`src/rtl/spi_reg_ctrl.sv`:
```
// SPI byte-stream to register-bus bridge: command byte {rw, addr}, then write data or read dummies.
// Define SPI_REG_CTRL_AUTOINC_EN to advance the address after each write and before each later read.
module spi_reg_ctrl #(
    parameter int unsigned DATA_WIDTH = 8,
    parameter int unsigned RD_TIMEOUT = 15
) (
    input  logic                  i_clk,
    input  logic                  i_rst_n,
    input  logic [DATA_WIDTH-1:0] i_rx_data,
    input  logic                  i_rx_valid,
    input  logic                  i_cs_n_sync,
    output logic [DATA_WIDTH-1:0] o_tx_data,
    output logic                  o_tx_valid,
    input  logic                  i_tx_ready,
    output logic [DATA_WIDTH-2:0] o_reg_addr,
    output logic [DATA_WIDTH-1:0] o_reg_wdata,
    output logic                  o_reg_wr,
    output logic                  o_reg_rd,
    input  logic [DATA_WIDTH-1:0] i_reg_rdata,
    input  logic                  i_reg_rvalid,
    output logic                  o_err
);

    localparam int unsigned AW = DATA_WIDTH - 1;
    localparam int unsigned CW = $clog2(RD_TIMEOUT + 1);
`ifdef SPI_REG_CTRL_AUTOINC_EN
    localparam bit AutoInc = 1'b1;
`else
    localparam bit AutoInc = 1'b0;
`endif

    typedef enum logic [2:0] {
        StIdle, StCmd, StWrData, StRdReq, StRdWait, StRdLoad, StRdNext
    } state_e;

    state_e                state_q;
    logic [AW-1:0]         addr_q;
    logic [AW-1:0]         addr_inc;
    logic [DATA_WIDTH-1:0] wdata_q;
    logic [DATA_WIDTH-1:0] tx_data_q;
    logic                  tx_valid_q;
    logic                  wr_q;
    logic                  rd_q;
    logic                  err_q;
    logic [CW-1:0]         cnt_q;

    // Natural AW-bit overflow gives the modulo-2^AW wrap.
    assign addr_inc = AutoInc ? addr_q + AW'(1) : addr_q;

    always_ff @(posedge i_clk or negedge i_rst_n) begin
        if (!i_rst_n) begin
            state_q    <= StIdle;
            addr_q     <= '0;
            wdata_q    <= '0;
            tx_data_q  <= '0;
            tx_valid_q <= 1'b0;
            wr_q       <= 1'b0;
            rd_q       <= 1'b0;
            err_q      <= 1'b0;
            cnt_q      <= '0;
        end else begin
            wr_q  <= 1'b0;
            rd_q  <= 1'b0;
            err_q <= 1'b0;
            // Address moves on once the write strobe has been presented.
            if (wr_q) begin
                addr_q <= addr_inc;
            end
            if (i_cs_n_sync) begin
                state_q    <= StIdle;
                tx_valid_q <= 1'b0;
                cnt_q      <= '0;
                // A data byte landing on the CS edge still completes its write.
                if (state_q == StWrData && i_rx_valid) begin
                    wr_q    <= 1'b1;
                    wdata_q <= i_rx_data;
                end
            end else begin
                unique case (state_q)
                    StIdle: state_q <= StCmd;
                    StCmd: begin
                        if (i_rx_valid) begin
                            addr_q  <= i_rx_data[AW-1:0];
                            state_q <= i_rx_data[DATA_WIDTH-1] ? StRdReq : StWrData;
                        end
                    end
                    StWrData: begin
                        if (i_rx_valid) begin
                            wr_q    <= 1'b1;
                            wdata_q <= i_rx_data;
                        end
                    end
                    StRdReq: begin
                        rd_q    <= 1'b1;
                        cnt_q   <= '0;
                        state_q <= StRdWait;
                    end
                    StRdWait: begin
                        if (i_reg_rvalid) begin
                            tx_data_q  <= i_reg_rdata;
                            tx_valid_q <= 1'b1;
                            state_q    <= StRdLoad;
                        end else if (cnt_q == CW'(RD_TIMEOUT - 1)) begin
                            tx_data_q  <= '1;
                            tx_valid_q <= 1'b1;
                            err_q      <= 1'b1;
                            state_q    <= StRdLoad;
                        end else begin
                            cnt_q <= cnt_q + CW'(1);
                        end
                    end
                    StRdLoad: begin
                        if (i_tx_ready) begin
                            tx_valid_q <= 1'b0;
                            state_q    <= StRdNext;
                        end
                    end
                    StRdNext: begin
                        if (i_rx_valid) begin
                            addr_q  <= addr_inc;
                            state_q <= StRdReq;
                        end
                    end
                    default: state_q <= StIdle;
                endcase
            end
        end
    end

    assign o_tx_data   = tx_data_q;
    assign o_tx_valid  = tx_valid_q;
    assign o_reg_addr  = addr_q;
    assign o_reg_wdata = wdata_q;
    assign o_reg_wr    = wr_q;
    assign o_reg_rd    = rd_q;
    assign o_err       = err_q;

endmodule
```
`config.mk`:
```
export PLATFORM = sky130hd
export DESIGN_NAME = spi_reg_ctrl
export DESIGN_NICKNAME = d
export VERILOG_FILES = /design/src/rtl/spi_reg_ctrl.sv
export SDC_FILE = /design/constraint.sdc
export NUM_CORES = 1
export LEC_CHECK = 0
export CAP_MARGIN = 20
export CORE_ASPECT_RATIO = 1.25
export CORE_MARGIN = 2
export CORE_UTILIZATION = 28
export CTS_BUF_LIST = sky130_fd_sc_hd__clkbuf_8
export CTS_CLUSTER_SIZE = 12
export DETAILED_ROUTE_END_ITERATION = 12
export PLACE_DENSITY = 0.51
export SLEW_MARGIN = 20
export SYNTH_ARGS = -nofsm -noshare
export SYNTH_HDL_FRONTEND = slang
export SYNTH_SLANG_ARGS = --single-unit
```
`constraint.sdc`:
```
create_clock -name i_clk -period 1.5 [get_ports i_clk]
set_input_delay 0.3 -clock i_clk [delete_from_list [all_inputs] [get_ports i_clk]]
set_output_delay 0.3 -clock i_clk [all_outputs]
set_load 0.05 [all_outputs]
```
==> results of run 1 <==
-- synth_stat cells, drive strengths merged, types with 2 or more instances --
cell type and number:
a41o 2, o211a 2, buf 6, o21ai 2, o22a 8, nor2b 2, nand3 3, nand3b 2
nand2b 2, o31a 2, nand2 3, a21oi 3, nor4 4, mux2 15, inv 4, nor3b 2
nor2 3, ha 2, or3b 2, dfrtp 34
-- cell families after synthesis --
logic type / count (synthesis)
flops: 34
fa+ha+maj: 2
simple gates: 27
compound gates: 24
mux: 16
buf+inv: 10
-- final cells by class --
type / count / area, sq um
Inverter: 4 / 15.0
Clock inverter: 1 / 30.0
Timing Repair Buffer: 71 / 942
Sequential cell: 34 / 853
Multi-Input combinational cell: 69 / 639
Tap cell: 62 / 77.6
Fill cell: 450 / 2440
Clock buffer: 6 / 82.6
-- registers in the layout (all words and copies together) (netlist names) --
register and flops:
o_reg_addr 7, o_reg_wr 1, o_tx_data 8, state_q 3, o_tx_valid 1, o_err 1, cnt_q 4, o_reg_wdata 8
o_reg_rd 1
-- routing by layer --
metal | wire (um) | up-vias | track usage | part of all wire
li1 | - | 559 | - | -
met1 | 1390 | 606 | 0.147 | 0.37
met2 | 2050 | 42 | 0.244 | 0.54
met3 | 289 | 7 | 0.0623 | 0.076
met4 | 72 | 0 | 0.0553 | 0.019
met5 | 0 | - | 0 | 0
-- where the power goes --
part / internal [mW] / leakage, nW / switching [mW] / total (mW)
sequential: 1.24 / 0.432 / 0.355 / 1.59
clock: 0.531 / 0.0573 / 0.316 / 0.847
combinational: 1.52 / 0.678 / 1.43 / 2.96
-- what timing repair did --
action                     in CTS  in global routing
cloned                          1                  0
hold buffers                    0                  0
setup buffers                   1                  1
gates resized for setup         5                 17
pin swaps                       2                  8
setup endpoints to repair      20                 28
-- cells in the final DEF (no fill, tap or decap), types with 3 or more instances in the layout --
cell type / netlist / routed
a21oi_1: 3 / 3
buf_12: 0 / 28
buf_4: 1 / 21
clkbuf_8: 0 / 6
clkdlybuf4s50_1: 0 / 20
dfrtp_1: 34 / 32
inv_1: 4 / 3
mux2_2: 15 / 15
nand2_1: 3 / 3
nand3_1: 3 / 3
nor4_2: 0 / 3
o22a_1: 8 / 8
-- final timing paths --
check / from / to / cells past startpoint
setup / recovery: state_q[1] / cnt_q[1] / 3
hold / removal: i_rst_n / cnt_q[1] / 2
setup reg to reg: state_q[1] / cnt_q[1] / 3
hold reg to reg: o_tx_data[0] / o_tx_data[0] / 1
max in group asynchronous: i_rst_n / state_q[0] / 2
min in group i_clk: i_cs_n_sync / state_q[1] / 3
-- metrics by stage --
step	power (mW)	instances	TNS, ps
floorplan	2.86	113	-80.8
global placement	4.50	237	-6500
detailed placement	4.53	237	-6290
CTS	5.42	246	-8.01
global route	5.64	247	-156
finish	5.40	247	0
==> impl_metrics.env, run 1 <==
export IMPL_synth_seq_area_share=0.579
export IMPL_holdWs_ps=383
export IMPL_drive_above_1_share=0.470
export IMPL_ys_types=33
export IMPL_cts_tree="done"
export IMPL_gp_congestion=0.734
export IMPL_maxCapViolCount=0
export IMPL_ys_warn_count=0
export IMPL_relSlewSlack=0.827
export IMPL_setup_viol=0
export IMPL_min_period_over_period=0.983
export IMPL_required_ps=1670
export IMPL_synth_enable_flop_cells=0
export IMPL_numCtsBuffers=5
export IMPL_syn_nets=137
export IMPL_min_period_ps=1480
export IMPL_clock_skew_ps=1.62
export IMPL_crit_type="reg2reg"
export IMPL_crit_family="simple AND/OR/NAND/NOR gates"
export IMPL_hp_class="in2async"
export IMPL_antenna_cells=0
export IMPL_vias_per_cell=4.91
export IMPL_grt_max_degree=35
export IMPL_hold_violations=0
export IMPL_wirelength_um=3800
export IMPL_grt_pass1_wl_um=6130
export IMPL_final_max_slew_violation_count=0
export IMPL_cp_slowest_cell="dfrtp_2"
export IMPL_status="finished clean"
export IMPL_pin_count=49
export IMPL_placed_area_sq_mm=0.00242
export IMPL_wire_per_inst_um=15.4
export IMPL_cts_htree_levels=2
export IMPL_num_rows=29
export IMPL_yosys_most_used_dff="dfrtp_1"
export IMPL_stdcell_area_sq_mm=0.00264
export IMPL_yosys_area_top_type_share=0.579
export IMPL_die_height_um=85.0
export IMPL_synth_simple_gate_area_frac=0.111
export IMPL_setup_slack_ps=24.9
export IMPL_final_core_util=0.520
export IMPL_synth_compound_area_frac=0.135
export IMPL_synth_top_area_cell="dfrtp_1"
export IMPL_grtUsageTotal=0.142
export IMPL_dr_total_vias=1214
export IMPL_die_x_um=68.8
export IMPL_synth_top_family_by_area="compound AO/OA/AOI/OAI gates"
export IMPL_tightest_slew_ps=257
export IMPL_synth_area_mux_share=0.122
export IMPL_io_buffers=48
export IMPL_final_nets=209
export IMPL_coreArea_sq_mm=0.00508
export IMPL_rsz0062_at_grt="yes"
export IMPL_antenna_found_initial=0
export IMPL_synth_area_per_cell_sq_um=13.0
export IMPL_cts_clk_slew_worst_paths_ps=70
export IMPL_syn_inst=113
export IMPL_synthTopCellsByArea="dfrtp_1 58%, mux2_2 11%, o22a_1 4.8%, ha_1 1.7%, nor4_1 1.7%"
export IMPL_synth_xor_area_share=0
export IMPL_path_max_fanout=5
export IMPL_firstDrtPassIters=4
export IMPL_clock_sinks=34
export IMPL_power_density_mw_per_mm2=2040
export IMPL_timing_fmax_mhz=678
export IMPL_clockBufferDepth=2
export IMPL_antenna_left=0
export IMPL_slowest_delay_ps=440
export IMPL_post_dp_hpwl_um=2760
export IMPL_grt_pass1_vias=1340
export IMPL_crit_path_end_kind="flop"
export IMPL_arrival_ps=1650
export IMPL_clock_latency_ps=280
export IMPL_start_util=0.289
export IMPL_gr_total_overflow=0
export IMPL_cts_root_buf="clkbuf_8"
export IMPL_ys_ff_latch=34
export IMPL_syn_to_final_growth_pct=79.7
export IMPL_max_vdd_ir_drop_uv=1300
export IMPL_yosys_area_share_adder=0.0170
export IMPL_synthesis_area_sq_mm=0.00147
export IMPL_r2r_slack_ps=20
export IMPL_cp_cell_sequence="or3b_4, or2_1, a41o_1"
export IMPL_cp_start_kind="flop"
export IMPL_dp_worst_setup_slack_ps=-330
export IMPL_synthArstFlopShare=1.00
export IMPL_path_buf_inv=0
export IMPL_leakage_nw=1.17
export IMPL_drc=0
export IMPL_drt_iter0_drc=42
export IMPL_dieArea_sq_mm=0.00585
No activity file was read; power rests on OpenSTA's default activity.
==> inputs of run 2 (changes only) <==
--- a/config.mk
+++ b/config.mk
@@ -10,8 +10,10 @@
 export CORE_MARGIN = 2
 export CORE_UTILIZATION = 28
 export CTS_BUF_LIST = sky130_fd_sc_hd__clkbuf_8
+export CTS_CLUSTER_DIAMETER = 80
 export CTS_CLUSTER_SIZE = 12
 export DETAILED_ROUTE_END_ITERATION = 12
+export GPL_ROUTABILITY_DRIVEN = 1
 export PLACE_DENSITY = 0.51
 export SLEW_MARGIN = 20
 export SYNTH_ARGS = -nofsm -noshare
==> results of run 2 <==
No change in the layout: final DEF, timing and power equal those of run 1.
